**config.mk**
```make
export PLATFORM = sky130hd
export DESIGN_NAME = best_neighbor_select_flat
export DESIGN_NICKNAME = d
export VERILOG_FILES = /design/src/rtl/best_neighbor_select_pkg.sv /design/src/rtl/best_neighbor_select_if.sv /design/src/rtl/best_neighbor_select_nbr_tracker.sv /design/src/rtl/best_neighbor_select.sv /design/src/flat_wrapper.sv
export SDC_FILE = /design/constraint.sdc
export NUM_CORES = 1
export LEC_CHECK = 0
export CAP_MARGIN = 20
export CORE_MARGIN = 10
export CORE_UTILIZATION = 32
export CTS_CLUSTER_DIAMETER = 40
export DETAILED_ROUTE_END_ITERATION = 10
export GPL_TIMING_DRIVEN = 0
export SYNTH_ARGS = -nofsm -noshare
export SYNTH_HDL_FRONTEND = slang
export SYNTH_HIERARCHICAL = 1
export SYNTH_SLANG_ARGS = --single-unit
```
**constraint.sdc**
```tcl
create_clock -name clock -period 6.4 [get_ports clock]
set_clock_uncertainty 0.1 [all_clocks]
set_input_delay 0.96 -clock clock [delete_from_list [all_inputs] [get_ports clock]]
set_output_delay 0.96 -clock clock [all_outputs]
set_load 0.01 [all_outputs]
```
**src/rtl/best_neighbor_select_pkg.sv**
```systemverilog
// Shared definitions for the neighbor-table scanner: state encoding,
// route class codes and the default memory map (also used by winner-policy).
package best_neighbor_select_pkg;

  localparam int BNS_WORD_WIDTH    = 16;
  localparam int BNS_ADDR_WIDTH    = 11;
  localparam int BNS_MAX_NEIGHBORS = 8;
  localparam int BNS_ADDR_STRIDE   = 2;

  localparam logic [10:0] BNS_NCOUNT_ADDR = 11'h2C4;
  localparam logic [10:0] BNS_NID_BASE    = 11'h072;
  localparam logic [10:0] BNS_NHOPS_BASE  = 11'h132;
  localparam logic [10:0] BNS_NQ_BASE     = 11'h172;
  localparam logic [10:0] BNS_BEST_BASE   = 11'h2F8;
  localparam logic [10:0] BNS_BESTH_BASE  = 11'h308;
  localparam logic [10:0] BNS_CLOSE_BASE  = 11'h318;
  localparam logic [10:0] BNS_CLOSEH_BASE = 11'h328;
  localparam logic [10:0] BNS_BCOUNT_ADDR = 11'h2B8;
  localparam logic [10:0] BNS_CCOUNT_ADDR = 11'h338;

  localparam logic [1:0] RC_NONE     = 2'd0;
  localparam logic [1:0] RC_BEST     = 2'd1;
  localparam logic [1:0] RC_CLOSE    = 2'd2;
  localparam logic [1:0] RC_FALLBACK = 2'd3;

  typedef enum logic [4:0] {
    S_IDLE, S_ARMED, S_CNT_W, S_CNT_C,
    S_ID_I, S_ID_C, S_HOP_I, S_HOP_C, S_Q_I, S_Q_C,
    S_EVAL, S_WB_ID, S_WB_H, S_WC_ID, S_WC_H, S_NEXT,
    S_WR_BC, S_WR_CC, S_DONE
  } bns_state_t;

endpackage

```
**src/rtl/best_neighbor_select_if.sv**
```systemverilog
// Single shared memory port: registered address/write strobe/write data
// from the scanner, read data returned one cycle after the address.
interface best_neighbor_select_if
  import best_neighbor_select_pkg::*;
#(
  parameter int WORD_WIDTH = BNS_WORD_WIDTH,
  parameter int ADDR_WIDTH = BNS_ADDR_WIDTH
);
  logic                  wr_en;
  logic [ADDR_WIDTH-1:0] address;
  logic [WORD_WIDTH-1:0] data_out;
  logic [WORD_WIDTH-1:0] data_in;

  modport master (output wr_en, output address, output data_out, input data_in);
  modport slave  (input wr_en, input address, input data_out, output data_in);
endinterface

```
**src/rtl/best_neighbor_select_nbr_tracker.sv**
```systemverilog
// Holds the best (id, hops, q) seen so far. A candidate wins on fewer hops,
// or equal hops and higher Q; full ties keep the earlier (already held) entry.
module best_neighbor_select_nbr_tracker
  import best_neighbor_select_pkg::*;
#(
  parameter int WORD_WIDTH = BNS_WORD_WIDTH
) (
  input  logic                  clock,
  input  logic                  rst,
  input  logic                  clr,
  input  logic                  upd,
  input  logic [WORD_WIDTH-1:0] cand_id,
  input  logic [WORD_WIDTH-1:0] cand_hops,
  input  logic [WORD_WIDTH-1:0] cand_q,
  output logic [WORD_WIDTH-1:0] id,
  output logic [WORD_WIDTH-1:0] hops,
  output logic [WORD_WIDTH-1:0] q
);
  logic held;
  logic take;

  // Replace decision: empty tracker always takes the first candidate.
  always_comb begin
    take = 1'b0;
    if (upd)
      take = !held || (cand_hops < hops) || ((cand_hops == hops) && (cand_q > q));
  end

  // Tracked entry register, cleared at the start of each arm.
  always_ff @(posedge clock or posedge rst) begin
    if (rst) begin
      held <= 1'b0;
      id   <= '0;
      hops <= '0;
      q    <= '0;
    end else if (clr) begin
      held <= 1'b0;
      id   <= '0;
      hops <= '0;
      q    <= '0;
    end else if (take) begin
      held <= 1'b1;
      id   <= cand_id;
      hops <= cand_hops;
      q    <= cand_q;
    end
  end
endmodule

```
**src/rtl/best_neighbor_select.sv**
```systemverilog
// Neighbor-table scanner: reads each entry, builds the bestNeighbors and
// closeNeighbors lists in shared memory and picks the next hop on the fly.
module best_neighbor_select
  import best_neighbor_select_pkg::*;
#(
  parameter int WORD_WIDTH    = BNS_WORD_WIDTH,
  parameter int ADDR_WIDTH    = BNS_ADDR_WIDTH,
  parameter int MAX_NEIGHBORS = BNS_MAX_NEIGHBORS,
  parameter int ADDR_STRIDE   = BNS_ADDR_STRIDE,
  parameter logic [ADDR_WIDTH-1:0] NCOUNT_ADDR = ADDR_WIDTH'(BNS_NCOUNT_ADDR),
  parameter logic [ADDR_WIDTH-1:0] NID_BASE    = ADDR_WIDTH'(BNS_NID_BASE),
  parameter logic [ADDR_WIDTH-1:0] NHOPS_BASE  = ADDR_WIDTH'(BNS_NHOPS_BASE),
  parameter logic [ADDR_WIDTH-1:0] NQ_BASE     = ADDR_WIDTH'(BNS_NQ_BASE),
  parameter logic [ADDR_WIDTH-1:0] BEST_BASE   = ADDR_WIDTH'(BNS_BEST_BASE),
  parameter logic [ADDR_WIDTH-1:0] BESTH_BASE  = ADDR_WIDTH'(BNS_BESTH_BASE),
  parameter logic [ADDR_WIDTH-1:0] CLOSE_BASE  = ADDR_WIDTH'(BNS_CLOSE_BASE),
  parameter logic [ADDR_WIDTH-1:0] CLOSEH_BASE = ADDR_WIDTH'(BNS_CLOSEH_BASE),
  parameter logic [ADDR_WIDTH-1:0] BCOUNT_ADDR = ADDR_WIDTH'(BNS_BCOUNT_ADDR),
  parameter logic [ADDR_WIDTH-1:0] CCOUNT_ADDR = ADDR_WIDTH'(BNS_CCOUNT_ADDR)
) (
  input  logic                  clock,
  input  logic                  rst,
  input  logic                  en,
  input  logic                  start,
  input  logic [WORD_WIDTH-1:0] mybestQ,
  input  logic [WORD_WIDTH-1:0] mybestH,
  best_neighbor_select_if.master bus,
  output logic [WORD_WIDTH-1:0] besthop,
  output logic [WORD_WIDTH-1:0] bestneighborID,
  output logic [WORD_WIDTH-1:0] bestQValue,
  output logic [WORD_WIDTH-1:0] best_count,
  output logic [WORD_WIDTH-1:0] close_count,
  output logic [1:0]            route_class,
  output logic                  overflow,
  output logic                  busy,
  output logic                  done
);
  bns_state_t            state;
  logic [WORD_WIDTH-1:0] eff_cnt, n_idx, n_next;
  logic [WORD_WIDTH-1:0] cur_id, cur_hops, cur_q;
  logic                  close_flag, is_best, is_close, trk_clr, upd_best, upd_all;
  logic [WORD_WIDTH-1:0] bt_id, bt_hops, bt_q, at_id, at_hops, at_q;

  function automatic logic [ADDR_WIDTH-1:0] addr_of(input logic [ADDR_WIDTH-1:0] base,
                                                    input logic [WORD_WIDTH-1:0] idx);
    return base + ADDR_WIDTH'(ADDR_STRIDE) * idx[ADDR_WIDTH-1:0];
  endfunction

  // Threshold tests on the captured entry and tracker strobes.
  always_comb begin
    is_best  = cur_q >= mybestQ;
    is_close = cur_hops <= mybestH;
    n_next   = n_idx + WORD_WIDTH'(1);
    trk_clr  = (state == S_IDLE) && en;
    upd_all  = (state == S_EVAL);
    upd_best = (state == S_EVAL) && is_best;
  end

  best_neighbor_select_nbr_tracker #(.WORD_WIDTH(WORD_WIDTH)) u_best_trk (
    .clock(clock), .rst(rst), .clr(trk_clr), .upd(upd_best),
    .cand_id(cur_id), .cand_hops(cur_hops), .cand_q(cur_q),
    .id(bt_id), .hops(bt_hops), .q(bt_q));

  best_neighbor_select_nbr_tracker #(.WORD_WIDTH(WORD_WIDTH)) u_all_trk (
    .clock(clock), .rst(rst), .clr(trk_clr), .upd(upd_all),
    .cand_id(cur_id), .cand_hops(cur_hops), .cand_q(cur_q),
    .id(at_id), .hops(at_hops), .q(at_q));

  // Scan sequencer; memory port and results are registered on state entry.
  always_ff @(posedge clock or posedge rst) begin
    if (rst) begin
      state          <= S_IDLE;
      bus.wr_en      <= 1'b0;
      bus.address    <= '0;
      bus.data_out   <= '0;
      eff_cnt        <= '0;
      n_idx          <= '0;
      cur_id         <= '0;
      cur_hops       <= '0;
      cur_q          <= '0;
      close_flag     <= 1'b0;
      besthop        <= '0;
      bestneighborID <= '0;
      bestQValue     <= '0;
      best_count     <= '0;
      close_count    <= '0;
      route_class    <= RC_NONE;
      overflow       <= 1'b0;
      busy           <= 1'b0;
      done           <= 1'b0;
    end else begin
      case (state)
        S_IDLE: if (en) begin
          besthop        <= '0;
          bestneighborID <= '0;
          bestQValue     <= '0;
          best_count     <= '0;
          close_count    <= '0;
          route_class    <= RC_NONE;
          overflow       <= 1'b0;
          busy           <= 1'b1;
          state          <= S_ARMED;
        end
        S_ARMED: if (start) begin
          bus.address <= NCOUNT_ADDR;
          state       <= S_CNT_W;
        end
        S_CNT_W: state <= S_CNT_C;
        S_CNT_C: begin
          overflow <= bus.data_in > WORD_WIDTH'(MAX_NEIGHBORS);
          eff_cnt  <= (bus.data_in > WORD_WIDTH'(MAX_NEIGHBORS)) ?
                      WORD_WIDTH'(MAX_NEIGHBORS) : bus.data_in;
          n_idx    <= '0;
          if (bus.data_in == '0) begin
            bus.wr_en    <= 1'b1;
            bus.address  <= BCOUNT_ADDR;
            bus.data_out <= best_count;
            state        <= S_WR_BC;
          end else begin
            bus.address <= addr_of(NID_BASE, '0);
            state       <= S_ID_I;
          end
        end
        S_ID_I: state <= S_ID_C;
        S_ID_C: begin
          cur_id      <= bus.data_in;
          bus.address <= addr_of(NHOPS_BASE, n_idx);
          state       <= S_HOP_I;
        end
        S_HOP_I: state <= S_HOP_C;
        S_HOP_C: begin
          cur_hops    <= bus.data_in;
          bus.address <= addr_of(NQ_BASE, n_idx);
          state       <= S_Q_I;
        end
        S_Q_I: state <= S_Q_C;
        S_Q_C: begin
          cur_q <= bus.data_in;
          state <= S_EVAL;
        end
        S_EVAL: begin
          close_flag <= is_close;
          if (is_best) begin
            bus.wr_en    <= 1'b1;
            bus.address  <= addr_of(BEST_BASE, best_count);
            bus.data_out <= cur_id;
            state        <= S_WB_ID;
          end else if (is_close) begin
            bus.wr_en    <= 1'b1;
            bus.address  <= addr_of(CLOSE_BASE, close_count);
            bus.data_out <= cur_id;
            state        <= S_WC_ID;
          end else begin
            state <= S_NEXT;
          end
        end
        S_WB_ID: begin
          bus.address  <= addr_of(BESTH_BASE, best_count);
          bus.data_out <= cur_hops;
          state        <= S_WB_H;
        end
        S_WB_H: begin
          best_count <= best_count + WORD_WIDTH'(1);
          if (close_flag) begin
            bus.address  <= addr_of(CLOSE_BASE, close_count);
            bus.data_out <= cur_id;
            state        <= S_WC_ID;
          end else begin
            bus.wr_en <= 1'b0;
            state     <= S_NEXT;
          end
        end
        S_WC_ID: begin
          bus.address  <= addr_of(CLOSEH_BASE, close_count);
          bus.data_out <= cur_hops;
          state        <= S_WC_H;
        end
        S_WC_H: begin
          close_count <= close_count + WORD_WIDTH'(1);
          bus.wr_en   <= 1'b0;
          state       <= S_NEXT;
        end
        S_NEXT: begin
          n_idx <= n_next;
          if (n_next == eff_cnt) begin
            bus.wr_en    <= 1'b1;
            bus.address  <= BCOUNT_ADDR;
            bus.data_out <= best_count;
            state        <= S_WR_BC;
          end else begin
            bus.address <= addr_of(NID_BASE, n_next);
            state       <= S_ID_I;
          end
        end
        S_WR_BC: begin
          bus.address  <= CCOUNT_ADDR;
          bus.data_out <= close_count;
          state        <= S_WR_CC;
        end
        S_WR_CC: begin
          bus.wr_en <= 1'b0;
          done      <= 1'b1;
          if (best_count != '0) begin
            bestneighborID <= bt_id;
            besthop        <= bt_hops;
            bestQValue     <= bt_q;
            route_class    <= RC_BEST;
          end else if (close_count != '0) begin
            bestneighborID <= at_id;
            besthop        <= at_hops;
            bestQValue     <= at_q;
            route_class    <= RC_CLOSE;
          end else if (eff_cnt != '0) begin
            bestneighborID <= at_id;
            besthop        <= at_hops;
            bestQValue     <= at_q;
            route_class    <= RC_FALLBACK;
          end else begin
            route_class <= RC_NONE;
          end
          state <= S_DONE;
        end
        S_DONE: begin
          done  <= 1'b0;
          busy  <= 1'b0;
          state <= S_IDLE;
        end
        default: state <= S_IDLE;
      endcase
    end
  end
endmodule

```
**src/flat_wrapper.sv**
```systemverilog
// flat-port wrapper written by rule: the top's interface ports become plain ports
module best_neighbor_select_flat import best_neighbor_select_pkg::*;
#(
  parameter int WORD_WIDTH    = BNS_WORD_WIDTH,
  parameter int ADDR_WIDTH    = BNS_ADDR_WIDTH,
  parameter int MAX_NEIGHBORS = BNS_MAX_NEIGHBORS,
  parameter int ADDR_STRIDE   = BNS_ADDR_STRIDE,
  parameter logic [ADDR_WIDTH-1:0] NCOUNT_ADDR = ADDR_WIDTH'(BNS_NCOUNT_ADDR),
  parameter logic [ADDR_WIDTH-1:0] NID_BASE    = ADDR_WIDTH'(BNS_NID_BASE),
  parameter logic [ADDR_WIDTH-1:0] NHOPS_BASE  = ADDR_WIDTH'(BNS_NHOPS_BASE),
  parameter logic [ADDR_WIDTH-1:0] NQ_BASE     = ADDR_WIDTH'(BNS_NQ_BASE),
  parameter logic [ADDR_WIDTH-1:0] BEST_BASE   = ADDR_WIDTH'(BNS_BEST_BASE),
  parameter logic [ADDR_WIDTH-1:0] BESTH_BASE  = ADDR_WIDTH'(BNS_BESTH_BASE),
  parameter logic [ADDR_WIDTH-1:0] CLOSE_BASE  = ADDR_WIDTH'(BNS_CLOSE_BASE),
  parameter logic [ADDR_WIDTH-1:0] CLOSEH_BASE = ADDR_WIDTH'(BNS_CLOSEH_BASE),
  parameter logic [ADDR_WIDTH-1:0] BCOUNT_ADDR = ADDR_WIDTH'(BNS_BCOUNT_ADDR),
  parameter logic [ADDR_WIDTH-1:0] CCOUNT_ADDR = ADDR_WIDTH'(BNS_CCOUNT_ADDR)
)
  (clock, rst, en, start, mybestQ, mybestH, besthop, bestneighborID, bestQValue, best_count, close_count, route_class, overflow, busy, done, bus_wr_en, bus_address, bus_data_out, bus_data_in);
  best_neighbor_select_if #(.WORD_WIDTH(WORD_WIDTH), .ADDR_WIDTH(ADDR_WIDTH)) bus_i ();
  input  logic clock;
  input  logic rst;
  input  logic en;
  input  logic start;
  input  logic [WORD_WIDTH-1:0] mybestQ;
  input  logic [WORD_WIDTH-1:0] mybestH;
  output logic [WORD_WIDTH-1:0] besthop;
  output logic [WORD_WIDTH-1:0] bestneighborID;
  output logic [WORD_WIDTH-1:0] bestQValue;
  output logic [WORD_WIDTH-1:0] best_count;
  output logic [WORD_WIDTH-1:0] close_count;
  output logic [1:0] route_class;
  output logic overflow;
  output logic busy;
  output logic done;
  output wire logic [$bits(bus_i.wr_en)-1:0] bus_wr_en;
  output wire logic [$bits(bus_i.address)-1:0] bus_address;
  output wire logic [$bits(bus_i.data_out)-1:0] bus_data_out;
  input wire logic [$bits(bus_i.data_in)-1:0] bus_data_in;
  assign bus_wr_en = bus_i.wr_en;
  assign bus_address = bus_i.address;
  assign bus_data_out = bus_i.data_out;
  assign bus_i.data_in = bus_data_in;
  best_neighbor_select #(.WORD_WIDTH(WORD_WIDTH), .ADDR_WIDTH(ADDR_WIDTH), .MAX_NEIGHBORS(MAX_NEIGHBORS), .ADDR_STRIDE(ADDR_STRIDE), .NCOUNT_ADDR(NCOUNT_ADDR), .NID_BASE(NID_BASE), .NHOPS_BASE(NHOPS_BASE), .NQ_BASE(NQ_BASE), .BEST_BASE(BEST_BASE), .BESTH_BASE(BESTH_BASE), .CLOSE_BASE(CLOSE_BASE), .CLOSEH_BASE(CLOSEH_BASE), .BCOUNT_ADDR(BCOUNT_ADDR), .CCOUNT_ADDR(CCOUNT_ADDR)) u_core (.clock(clock), .rst(rst), .en(en), .start(start), .mybestQ(mybestQ), .mybestH(mybestH), .bus(bus_i), .besthop(besthop), .bestneighborID(bestneighborID), .bestQValue(bestQValue), .best_count(best_count), .close_count(close_count), .route_class(route_class), .overflow(overflow), .busy(busy), .done(done));
endmodule
```
# ---- Word-level counts from Yosys, hierarchy flattened
# Index checks and enable logic that the tools add are counted.
dict set report classes {
  n_addsub 10
  order_cmp 7
  n_eq_ne 29
  muxes 72
  reduce_logical 39
}
# cell count
set ops {}
lappend ops {{two-way mux 16 bit} 28}
lappend ops {{case mux 16 bit (2 select lines)} 6}
lappend ops {{case mux 11 bit (10 select lines)} 1}
lappend ops {{case mux 16 bit (6 select lines)} 1}
lappend ops {{case mux 5 bit (18 select lines)} 1}
lappend ops {{two-way mux 11 bit} 5}
lappend ops {{adder 16 x 1 -> 16 bit, second input constant} 3}
lappend ops {{equality test 16 bit} 3}
lappend ops {{nonzero test 16 bit} 3}
lappend ops {{adder 10 x 11 -> 11 bit, first input constant} 4}
lappend ops {{equality test 5 x 4 -> 1 bit, second input constant} 8}
lappend ops {{> comparator 16 bit} 2}
lappend ops {{< comparator 16 bit} 2}
lappend ops {{two-way mux 5 bit} 5}
lappend ops {{adder 9 x 11 -> 11 bit, first input constant} 2}
lappend ops {{equality test 5 x 3 -> 1 bit, second input constant} 4}
lappend ops {{nonzero test 2 bit} 9}
lappend ops {{>= comparator 16 bit} 1}
lappend ops {{> comparator 16 x 4 -> 1 bit, second input constant} 1}
lappend ops {{less-or-equal comparator 16 bit} 1}
lappend ops {{logical NOT 16 bit} 1}
lappend ops {{equality test 5 bit, second input constant} 3}
lappend ops {{two-way mux 1 bit} 13}
lappend ops {{two-way mux 2 bit} 6}
lappend ops {{23 further kinds} 44}
dict set report totals {
  register_bits 297
  in_bits 52
  word_cells 184
}

# ---- Logic depth before layout (Yosys ltp)
# Gate-level depths: netlist of run 1.
dict set report depth {
  word_depth 6
  depth_mapped 15
  depth_no_buf 12
}

# ---- Cells and area by module
# Netlist of run 1, hierarchy kept.
# module n_inst cells_per_inst area_per_inst_um2 seq_area_each_um2
set modules_own_cells {}
lappend modules_own_cells {best_neighbor_select 1 1254 11987.7 4954.8}
lappend modules_own_cells {{best_neighbor_select_nbr_tracker at u_core.u_best_trk} 1 406 3696.0 1226.2}
lappend modules_own_cells {{best_neighbor_select_nbr_tracker at u_core.u_all_trk} 1 328 3254.4 1226.2}

# ---- Worst setup path after synthesis of run 1
# Ideal clock, no wire load.
dict set report synth_timing {
  path_type {input -> register}
  start {in mybestQ[13]}
  end {reg u_core.u_best_trk.q[10]}
  arrival_time_ns 3.703
  required_ns 6.167
  setup_slack_ns 2.464
  path_stages 15
  n_path_buf 4
  cell_sequence {inv_1 ha_1 a21o_1 a21o_1 a221oi_1 o221a_2 clkbuf_1 buf_1 nor2_1 inv_1 nor2_1 clkbuf_1 clkbuf_1 a32oi_1 o211ai_2}
}
dict set report synth_between {
  elab_chain_len 4
}
# item line_no
set synth_rtl {}
lappend synth_rtl {{start: declaration} flat_wrapper.sv:25} ;# input logic [WORD_WIDTH-1:0] mybestQ;
lappend synth_rtl {{>= comparator 16 bit} best_neighbor_select.sv:51} ;# is_best = cur_q >= mybestQ;
lappend synth_rtl {{logical AND 1 bit} best_neighbor_select.sv:56} ;# upd_best = (state == S_EVAL) && is_best;
lappend synth_rtl {{via u_core.upd_best} best_neighbor_select.sv:41} ;# logic close_flag, is_best, is_close, trk_clr, upd_best, upd_all;
lappend synth_rtl {{two-way mux 1 bit} best_neighbor_select_nbr_tracker.sv:25} ;# if (upd)
lappend synth_rtl {{nonzero test 2 bit (no source line)} -}
lappend synth_rtl {{end signal: assignment} best_neighbor_select_nbr_tracker.sv:45} ;# q <= cand_q;
lappend synth_rtl {{end: declaration} best_neighbor_select_nbr_tracker.sv:17} ;# output logic [WORD_WIDTH-1:0] q
# The timed path passes the listed nets, and every way through them passes these cells.
# A chain may end at the register's enable or synchronous reset.

# ---- Worst setup path in the final report of run 1
dict set report layout_timing {
  start {in mybestQ[13]}
  end {reg u_core.u_best_trk.id[14]}
}
dict set report layout_between {
  elab_chain_len 4
}
# item line_no
set layout_rtl {}
lappend layout_rtl {{>= comparator 16 bit} best_neighbor_select.sv:51}
lappend layout_rtl {{logical AND 1 bit} best_neighbor_select.sv:56}
lappend layout_rtl {{via u_core.upd_best} best_neighbor_select.sv:41}
lappend layout_rtl {{two-way mux 1 bit} best_neighbor_select_nbr_tracker.sv:25}
lappend layout_rtl {{nonzero test 2 bit (no source line)} -}
lappend layout_rtl {{end signal: assignment} best_neighbor_select_nbr_tracker.sv:43} ;# id <= cand_id;
lappend layout_rtl {{end: declaration} best_neighbor_select_nbr_tracker.sv:15} ;# output logic [WORD_WIDTH-1:0] id,
# The timed path passes the listed nets, and every way through them passes these cells.

==> impl_metrics.toml, run 1 <==
[run_status]
status = "finished clean"

[final_layout]
stdcell_area_um2 = 23600
drive_above_1_share = 0.106
layout.nets = 2378
syn2layout_area_growth_pct = 24.8

[route]
vias_per_cell = 5.54
ant_nets = 0
avgRoutedWirePerCell_um = 23.3
vias = 16800
first_iter_violations = 1566
routed_wl_mm = 70.8
drc_errors = 0
drt_pass1_iterations = 5

[power]
power.density_nw_per_um2 = 516
clkPwrFrac = 0.249
combPwrFrac = 0.476
p_leak_nw = 10.5
ir_worst_vdd_v = 0.000252
p_seq_frac = 0.276
netSwitchingFraction = 0.452
p_int_mw = 6.68
p_switching_mw = 5.52

[global_route]
grt_antenna_before_repair = 3
grt_remaining_overflow = 0
track_usage = 0.198
grt_max_degree = 43
grt_pass1_vias = 17000
grt_pass1_wl_mm = 108

[timing]
relSlewSlack = 0.249
fin_crit_ns = 5.18
finalHoldViolCount = 0
finalMaxSlewViolations = 0
finalSetupViolations = 0
tns_ns = 0
fmax_mhz = 193
grt_setup_unrepaired = "false"
worst_slew_pin_slew_ns = 1.12
period_share = 0.809

[die]
io_pins = 165
die_y_um = 263
num_rows = 89
dieArea_um2 = 69300
core_area_um2 = 58800
initial_utilization = 0.322
die_w_um = 263

[logic_synthesis]
yosys_warnings = 6
synth_cell_types = 89
synth_area_um2 = 18900
synth_edf_count = 0
synth_seq_area_share = 0.391
synth_common_cells = "dfrtp_1, nand2_1, inv_1, mux2i_1"
postSynthCellCount = 1988
yosysTopAreaCellShare = 0.391
syn-num-nets = 2150
synthArstFlopShare = 1.00
ys.flop_type = "dfrtp_1"
synth.avg_cell_area_um2 = 9.53
synth_most_common_cell = "dfrtp_1"
ys_top_cells_by_area = "dfrtp_1, ha_1, mux2i_1, nand2_1, nand2b_1"
ys_ff_latch = 296
yosysTopAreaCell = "dfrtp_1"

[worst_setup_path]
cp_slowest_cell = "nor2_1"
worstSetupStartpointType = "input port"
cpPeakStageDelay_ns = 0.69
critical_path_class = "in -> reg"
end_kind = "flop"
cp.arrival_ns = 5.60
path_delay_family = "buffers and inverters"
crit_required_ns = 6.82
crit_buf_inv = 5
worstPathCellList = "clkdlybuf4s50_1 -> inv_1 -> ha_1 -> a21o_1 -> a21o_1 -> a221oi_1 -> o221a_2 -> clkbuf_1 -> buf_1 -> nor2_1 -> nor2_1 -> clkbuf_1 -> a32oi_1 -> o211ai_1"
path_max_fanout = 10

[cts]
cts_resized = 0
cts_made_buffers = 56
root_buffer = "clkbuf_16"
clock_path_buffers = 3
cts_hold_buf = 0
cts_tree = "yes"
cts_setup_buffers = 0
cts_num_sinks = 296
htree_num_levels = 2
clkLatencyLatePin_ns = 0.64
clk_pin_slew_ns = 0.05

[run]
cap_violations = 0

[placement]
hpwl_mm = 53.6
io_buffer_count = 163
place_area_um2 = 21700
place_congestion = 0.904

[worst_hold_path]
hp-class = "reg -> reg"
through the flow:
step / total power, mW / worst slack [ns] / util / std cells / hold slack [ns]
4_1_cts: 12.2 / 1.40 / 0.402 / 3036 / 0.383
5_1_grt: 12.9 / 1.02 / 0.402 / 3036 / 0.391
2_1_floorplan: 6.94 / 2.46 / - / 1988 / 0.366
3_3_place_gp: 8.89 / 0.758 / 0.366 / 2924 / 0.364
3_5_place_dp: 9.07 / 0.760 / 0.369 / 2931 / 0.370
6_report: 12.2 / 1.22 / 0.402 / 3037 / 0.377
power groups by stage:
stage / logic, mW / clock network, mW / registers (mW)
after floorplan: 3.93 / 0 / 3.02
after global placement: 5.55 / 0 / 3.34
after detailed placement: 5.70 / 0 / 3.37
after CTS: 5.73 / 3.10 / 3.34
after global routing: 6.31 / 3.19 / 3.44
final: 5.80 / 3.04 / 3.36
cell type report:
type                            count  area, µm²
Fill cell                        5837      35200
Multi-Input combinational cell   1420      10400
Sequential cell                   296       7410
Timing Repair Buffer              170       1770
Clock buffer                       68       1530
Tap cell                          773        967
Buffer                            140        632
Inverter                          132        499
Clock inverter                     37        427
Antenna cell                        1       2.50
cells by family after synthesis:
family,count (synthesis),share of synthesized area
buffers and inverters,272,0.0595
AOI/OAI and AO/OA,478,0.186
xor gates and xnor gates,75,0.0354
and+or+nand+nor,572,0.151
other,1,0.000198
muxes,184,0.103
adders and majority gates,110,0.0727
DFF,296,0.391
worst paths after layout:
check / start / end / slack, ns / cells past startpoint
setup / recovery: mybestQ[13] / u_core/u_best_trk/id[14]$_DFFE_PP0P_ / 1.22 / 14
hold / removal: u_core/busy$_DFFE_PP0P_ / u_core/busy$_DFFE_PP0P_ / 0.38 / 2
setup reg to reg: u_core/state[0]$_DFFE_PP0P_ / u_core/u_best_trk/q[11]$_DFFE_PP0P_ / 1.41 / 11
hold reg to reg: u_core/busy$_DFFE_PP0P_ / u_core/busy$_DFFE_PP0P_ / 0.38 / 2
max in group asynchronous: rst / u_core/bus.address[6]$_DFFE_PP0P_ / 4.71 / 4
min in group asynchronous: rst / u_core/bestneighborID[3]$_DFFE_PP0P_ / 0.62 / 2
cell usage in the layout, fill, tap and decap left out, drive strengths merged, types with 9 or more instances in the layout:
cell type	instances
a21o	11
and3	14
xor2	31
a21oi	64
xnor2	43
o31ai	59
nor4	19
clkbuf	178
clkinv	19
clkdlybuf4s50	163
o21ai	86
ha	110
buf	37
inv	144
mux2	64
nand4	28
a221o	13
mux2i	120
nand2b	106
nand3	45
a32oi	47
a31oi	11
nor3	24
nand2	193
o211ai	102
dfrtp	296
nor2b	9
and2	12
nor2	92
layer usage:
layer	up-vias	share of wire	GRT usage
li1	7710	-	-
met1	8418	0.43	0.254
met2	574	0.49	0.335
met3	107	0.062	0.0352
met4	2	0.023	0.0544
met5	-	0.00018	0
tightest hold or removal path, stage by stage (launching register included):
cell and delay, ns:
dfrtp_1 0.34, nand2_1 0.05, nand2_1 0.05
Note: power is estimated with default switching activity, not from simulation.
==> run 2: changes to the inputs <==
Clock period 6.4 ns to 5.1 ns, I/O delays scaled along.
==> impl_metrics.toml, run 2 (same netlist as run 1, synthesis figures left out) <==
[run_status]
status = "finished clean"

[route]
drc_errors = 0
vias_per_cell = 5.54
first_iter_violations = 1478
routed_wl_mm = 70.8
avgRoutedWirePerCell_um = 23.3
vias = 16800
drt_pass1_iterations = 7
ant_nets = 0

[worst_setup_path]
cp-startpoint = "mybestQ[13]"
worstPathCellList = "clkdlybuf4s50_1 -> inv_1 -> ha_1 -> a21o_1 -> a21o_1 -> a221oi_1 -> o221a_2 -> clkbuf_1 -> buf_1 -> nor2_2 -> inv_1 -> nor2_1 -> clkbuf_1 -> clkbuf_1 -> a32oi_1 -> o211ai_2"
critical_path_class = "in -> reg"
path_max_fanout = 10
cp_slowest_cell = "clkbuf_1"
reg2reg_from = "u_core/state[0]$_DFFE_PP0P_"
cpPeakStageDelay_ns = 0.56
worstSetupStartpointType = "input port"
crit_required_ns = 5.49
critPathMostFrequentCell = "clkbuf_1"
cp.arrival_ns = 5.17
end_kind = "flop"
r2r_cells = 11

[placement]
hpwl_mm = 53.6
place_inst = 2931
io_buffer_count = 163
place_area_um2 = 21700
place_congestion = 0.904

[final_layout]
layout.nets = 2378
fillers = 5839
drive_above_1_share = 0.107
final_util = 0.402
area.sequential_um2 = 7410
final_cell_mix = "dfrtp_1, nand2_1, clkdlybuf4s50_1"
fin_cells = 3037
layout_commonest_cell = "dfrtp_1"
multi_input_area_um2 = 10400
syn2layout_area_growth_pct = 24.9
stdcell_area_um2 = 23600

[timing]
period_share = 0.936
relSlewSlack = 0.247
finalMaxSlewViolations = 0
finalHoldViolCount = 0
finalSetupViolations = 0
fin_crit_ns = 4.78
fmax_mhz = 209
grt_setup_unrepaired = "false"
worst_slew_pin_slew_ns = 1.12

[die]
dieArea_um2 = 69300
initial_utilization = 0.322
num_rows = 89
core_area_um2 = 58800
die_y_um = 263
die_w_um = 263
io_pins = 165

[worst_hold_path]
hp-class = "reg -> reg"
whs_path_depth = 2
hp-start = "u_core/busy$_DFFE_PP0P_"

[global_route]
grt_remaining_overflow = 0
grt_pass1_wl_mm = 108
grt_max_degree = 43
track_usage = 0.198
grt_pass1_vias = 17000
grt_antenna_before_repair = 3

[cts]
clock_path_buffers = 3
root_buffer = "clkbuf_16"
cts_tree = "yes"
clkLatencyLatePin_ns = 0.64
htree_num_levels = 2
cts_num_sinks = 296
clk_pin_slew_ns = 0.06
cts_made_buffers = 56

[power]
p_leak_nw = 10.5
power.density_nw_per_um2 = 647
ir_worst_vdd_v = 0.000315

[run]
cap_violations = 0
run 2: worst paths after layout:
| kind | slack [ns] | end |
|---|---|---|
| setup reg to reg | 0.35 | u_core/u_best_trk/hops[2]$_DFFE_PP0P_ |
| setup / recovery | 0.32 | u_core/u_best_trk/hops[2]$_DFFE_PP0P_ |
| hold reg to reg | 0.38 | u_core/busy$_DFFE_PP0P_ |
| max in group asynchronous | 3.60 | u_core/bus.address[6]$_DFFE_PP0P_ |
| min in group asynchronous | 0.43 | u_core/bestneighborID[3]$_DFFE_PP0P_ |
| hold / removal | 0.38 | u_core/busy$_DFFE_PP0P_ |
run 2: timing repair:
action,4_1_cts,5_1_grt
hold endpoints to repair,0,0
resized for setup,0,4
hold buffers,0,0
buffers inserted,0,0
setup endpoints to repair,0,35
run 2: worst max-delay path: cells and delay by family:
family | cells | cell delay [ns]
buffers and inverters | 7 | 2.44
AOI/OAI and AO/OA | 6 | 1.37
adders and majority gates | 1 | 0.31
and+or+nand+nor | 2 | 0.27
run 2: area by class of cell:
type	instances	share of cell area
antenna	1	0.000106
buffer	140	0.0268
clock buffer	68	0.0646
clock inverter	37	0.0180
inverter	132	0.0211
multi-input combinational	1420	0.440
sequential	296	0.313
tap	773	0.0409
timing repair buffer	170	0.0749
run 2: power by group:
part	total, mW	switching (mW)	internal (mW)
sequential	4.22	1.12	3.09
combinational	7.28	4.33	2.95
clock	3.81	1.47	2.34
run 2: layer usage:
metal  vias up  GRT usage  share of wire
met5         -          0        0.00018
met1      8388      0.254           0.42
met3       110     0.0352          0.065
met2       593      0.335           0.49
met4         2     0.0544          0.024
li1       7718          -              -
run 2: stage by stage:
stage	TNS [ns]	setup slack (ns)	power [mW]	hold WS [ns]
5_1_grt	0	0.0832	16.2	0.391
3_5_place_dp	-13.31	-0.345	11.4	0.370
4_1_cts	0	0.279	15.3	0.383
6_report	0	0.324	15.3	0.377
2_1_floorplan	0	1.36	8.71	0.366
3_3_place_gp	-22.94	-0.347	11.2	0.364
==> run 3: changes to the inputs <==
Settings changed: CORE_ASPECT_RATIO set to 0.9.
==> impl_metrics.toml, run 3 (same netlist as run 1, synthesis figures left out) <==
[run_status]
status = "finished clean"

[worst_setup_path]
end_kind = "flop"
worstSetupEndpoint = "u_core/u_best_trk/hops[6]$_DFFE_PP0P_"
r2r_cells = 14
reg2reg_from = "u_core/cur_q[13]$_DFFE_PP0P_"
worstSetupStartpointType = "input port"
cp_slowest_cell = "buf_1"
worstPathCellList = "clkdlybuf4s50_1 -> inv_1 -> ha_1 -> a21o_1 -> a21o_1 -> a221oi_1 -> o221a_2 -> clkbuf_1 -> buf_1 -> nor2_1 -> inv_1 -> nor2_1 -> clkbuf_1 -> clkbuf_1 -> a32oi_1 -> o211ai_2"
cp.arrival_ns = 5.37
critPathMostFrequentCell = "clkbuf_1"
cp-startpoint = "mybestQ[13]"
critical_path_class = "in -> reg"
path_max_fanout = 10
crit_required_ns = 5.49
rrSetupSlack_ns = 0.17
cpPeakStageDelay_ns = 0.58
r2r-end = "u_core/u_best_trk/hops[6]$_DFFE_PP0P_"

[worst_hold_path]
hp-class = "reg -> reg"
whs_path_depth = 2

[final_layout]
final_cell_mix = "dfrtp_1, nand2_1, clkdlybuf4s50_1"
stdcell_area_um2 = 23600
fillers = 5725
layout.nets = 2377
drive_above_1_share = 0.105
final_util = 0.403
syn2layout_area_growth_pct = 24.7
layout_commonest_cell = "dfrtp_1"

[route]
ant_nets = 0
avgRoutedWirePerCell_um = 23.2
first_iter_violations = 1816
drc_errors = 0
vias = 17000
routed_wl_mm = 70.5
drt_pass1_iterations = 6
vias_per_cell = 5.60

[timing]
period_share = 0.976
finalHoldViolCount = 0
grt_setup_unrepaired = "false"
finalMaxSlewViolations = 0
fin_crit_ns = 4.98
fmax_mhz = 201
worst_slew_pin_slew_ns = 1.07
relSlewSlack = 0.283
layout_setup_ws_ns = 0.123
finalSetupViolations = 0
tns_ns = 0

[power]
ir_worst_vdd_v = 0.000349
p_switching_mw = 6.90
clkPwrFrac = 0.245
p_seq_frac = 0.278
p_leak_nw = 10.5
power.density_nw_per_um2 = 646
combPwrFrac = 0.477
netSwitchingFraction = 0.453
p_int_mw = 8.34
fin_total_pwr_mw = 15.2

[global_route]
grt_pass1_wl_mm = 107
grt_remaining_overflow = 0
track_usage = 0.197
grt_antenna_before_repair = 2
grt_max_degree = 43
grt_pass1_vias = 17100

[die]
core_area_um2 = 58500
die_y_um = 251
num_rows = 84
die_w_um = 276
io_pins = 165
dieArea_um2 = 69300
initial_utilization = 0.324

[cts]
clock_path_buffers = 3
cts_made_buffers = 54
htree_num_levels = 2
root_buffer = "clkbuf_16"
cts_num_sinks = 296
clk_pin_slew_ns = 0.05
clkLatencyLatePin_ns = 0.62
cts_tree = "yes"

[placement]
place_congestion = 0.926
io_buffer_count = 163
pre_cts_slack_ns = -0.429
hpwl_mm = 53.2
place_area_um2 = 21700

[run]
cap_violations = 0
[run 3: how the worst min path moves through the flow]
stage | from | to | slack (ns)
after floorplan | u_core/u_all_trk/held$_DFFE_PP0P_ | u_core/u_all_trk/held$_DFFE_PP0P_ | 0.37
after global placement | u_core/bestQValue[15]$_DFFE_PP0P_ | u_core/bestQValue[15]$_DFFE_PP0P_ | 0.37
after detailed placement | u_core/besthop[3]$_DFFE_PP0P_ | u_core/besthop[3]$_DFFE_PP0P_ | 0.37
after CTS | u_core/bestQValue[15]$_DFFE_PP0P_ | u_core/bestQValue[15]$_DFFE_PP0P_ | 0.38
after global routing | u_core/besthop[15]$_DFFE_PP0P_ | u_core/besthop[15]$_DFFE_PP0P_ | 0.41
final | u_core/besthop[12]$_DFFE_PP0P_ | u_core/besthop[12]$_DFFE_PP0P_ | 0.38
[run 3: repair_timing]
item                       in CTS  in global routing
setup endpoints to repair       0                 37
resized for setup               0                  1
buffers inserted                0                  0
hold buffers                    0                  0
[run 3: cell type report]
cell class / instances / area, µm² / area share
Timing Repair Buffer: 171 / 1780 / 0.0753
Multi-Input combinational cell: 1420 / 10400 / 0.441
Buffer: 140 / 632 / 0.0268
Clock inverter: 38 / 468 / 0.0198
Sequential cell: 296 / 7410 / 0.314
Clock buffer: 63 / 1450 / 0.0612
Antenna cell: 1 / 2.50 / 0.000106
Inverter: 132 / 499 / 0.0211
Tap cell: 774 / 968 / 0.0410
[run 3: metal layers]
layer / global-route usage / vias up / wire (µm)
met2: 0.316 / 695 / 32500
met1: 0.257 / 8484 / 30000
met3: 0.0448 / 117 / 5780
met4: 0.0680 / 2 / 2170
li1: - / 7701 / -
met5: 0 / - / 17
[run 3: power groups by stage]
| stage | Clock (mW) | Sequential, mW | Combinational [mW] |
|---|---|---|---|
| floorplan | 0 | 3.79 | 4.93 |
| finish | 3.74 | 4.23 | 7.28 |
| CTS | 3.81 | 4.20 | 7.16 |
| detailed placement | 0 | 4.24 | 7.12 |
| global placement | 0 | 4.21 | 6.93 |
| global route | 3.93 | 4.32 | 7.91 |
[run 3: through the flow]
step / cells / hold WS [ns]
3_5_place_dp: 2933 / 0.370
5_1_grt: 3034 / 0.411
2_1_floorplan: 1988 / 0.366
6_report: 3035 / 0.383
4_1_cts: 3034 / 0.383
3_3_place_gp: 2925 / 0.366
[run 3: critical path: cells and delay by family]
family / cells / cell delay [ns]
compound gates: 6 / 1.38
buf+inv: 7 / 2.48
simple gates: 2 / 0.42
fa+ha+maj: 1 / 0.31
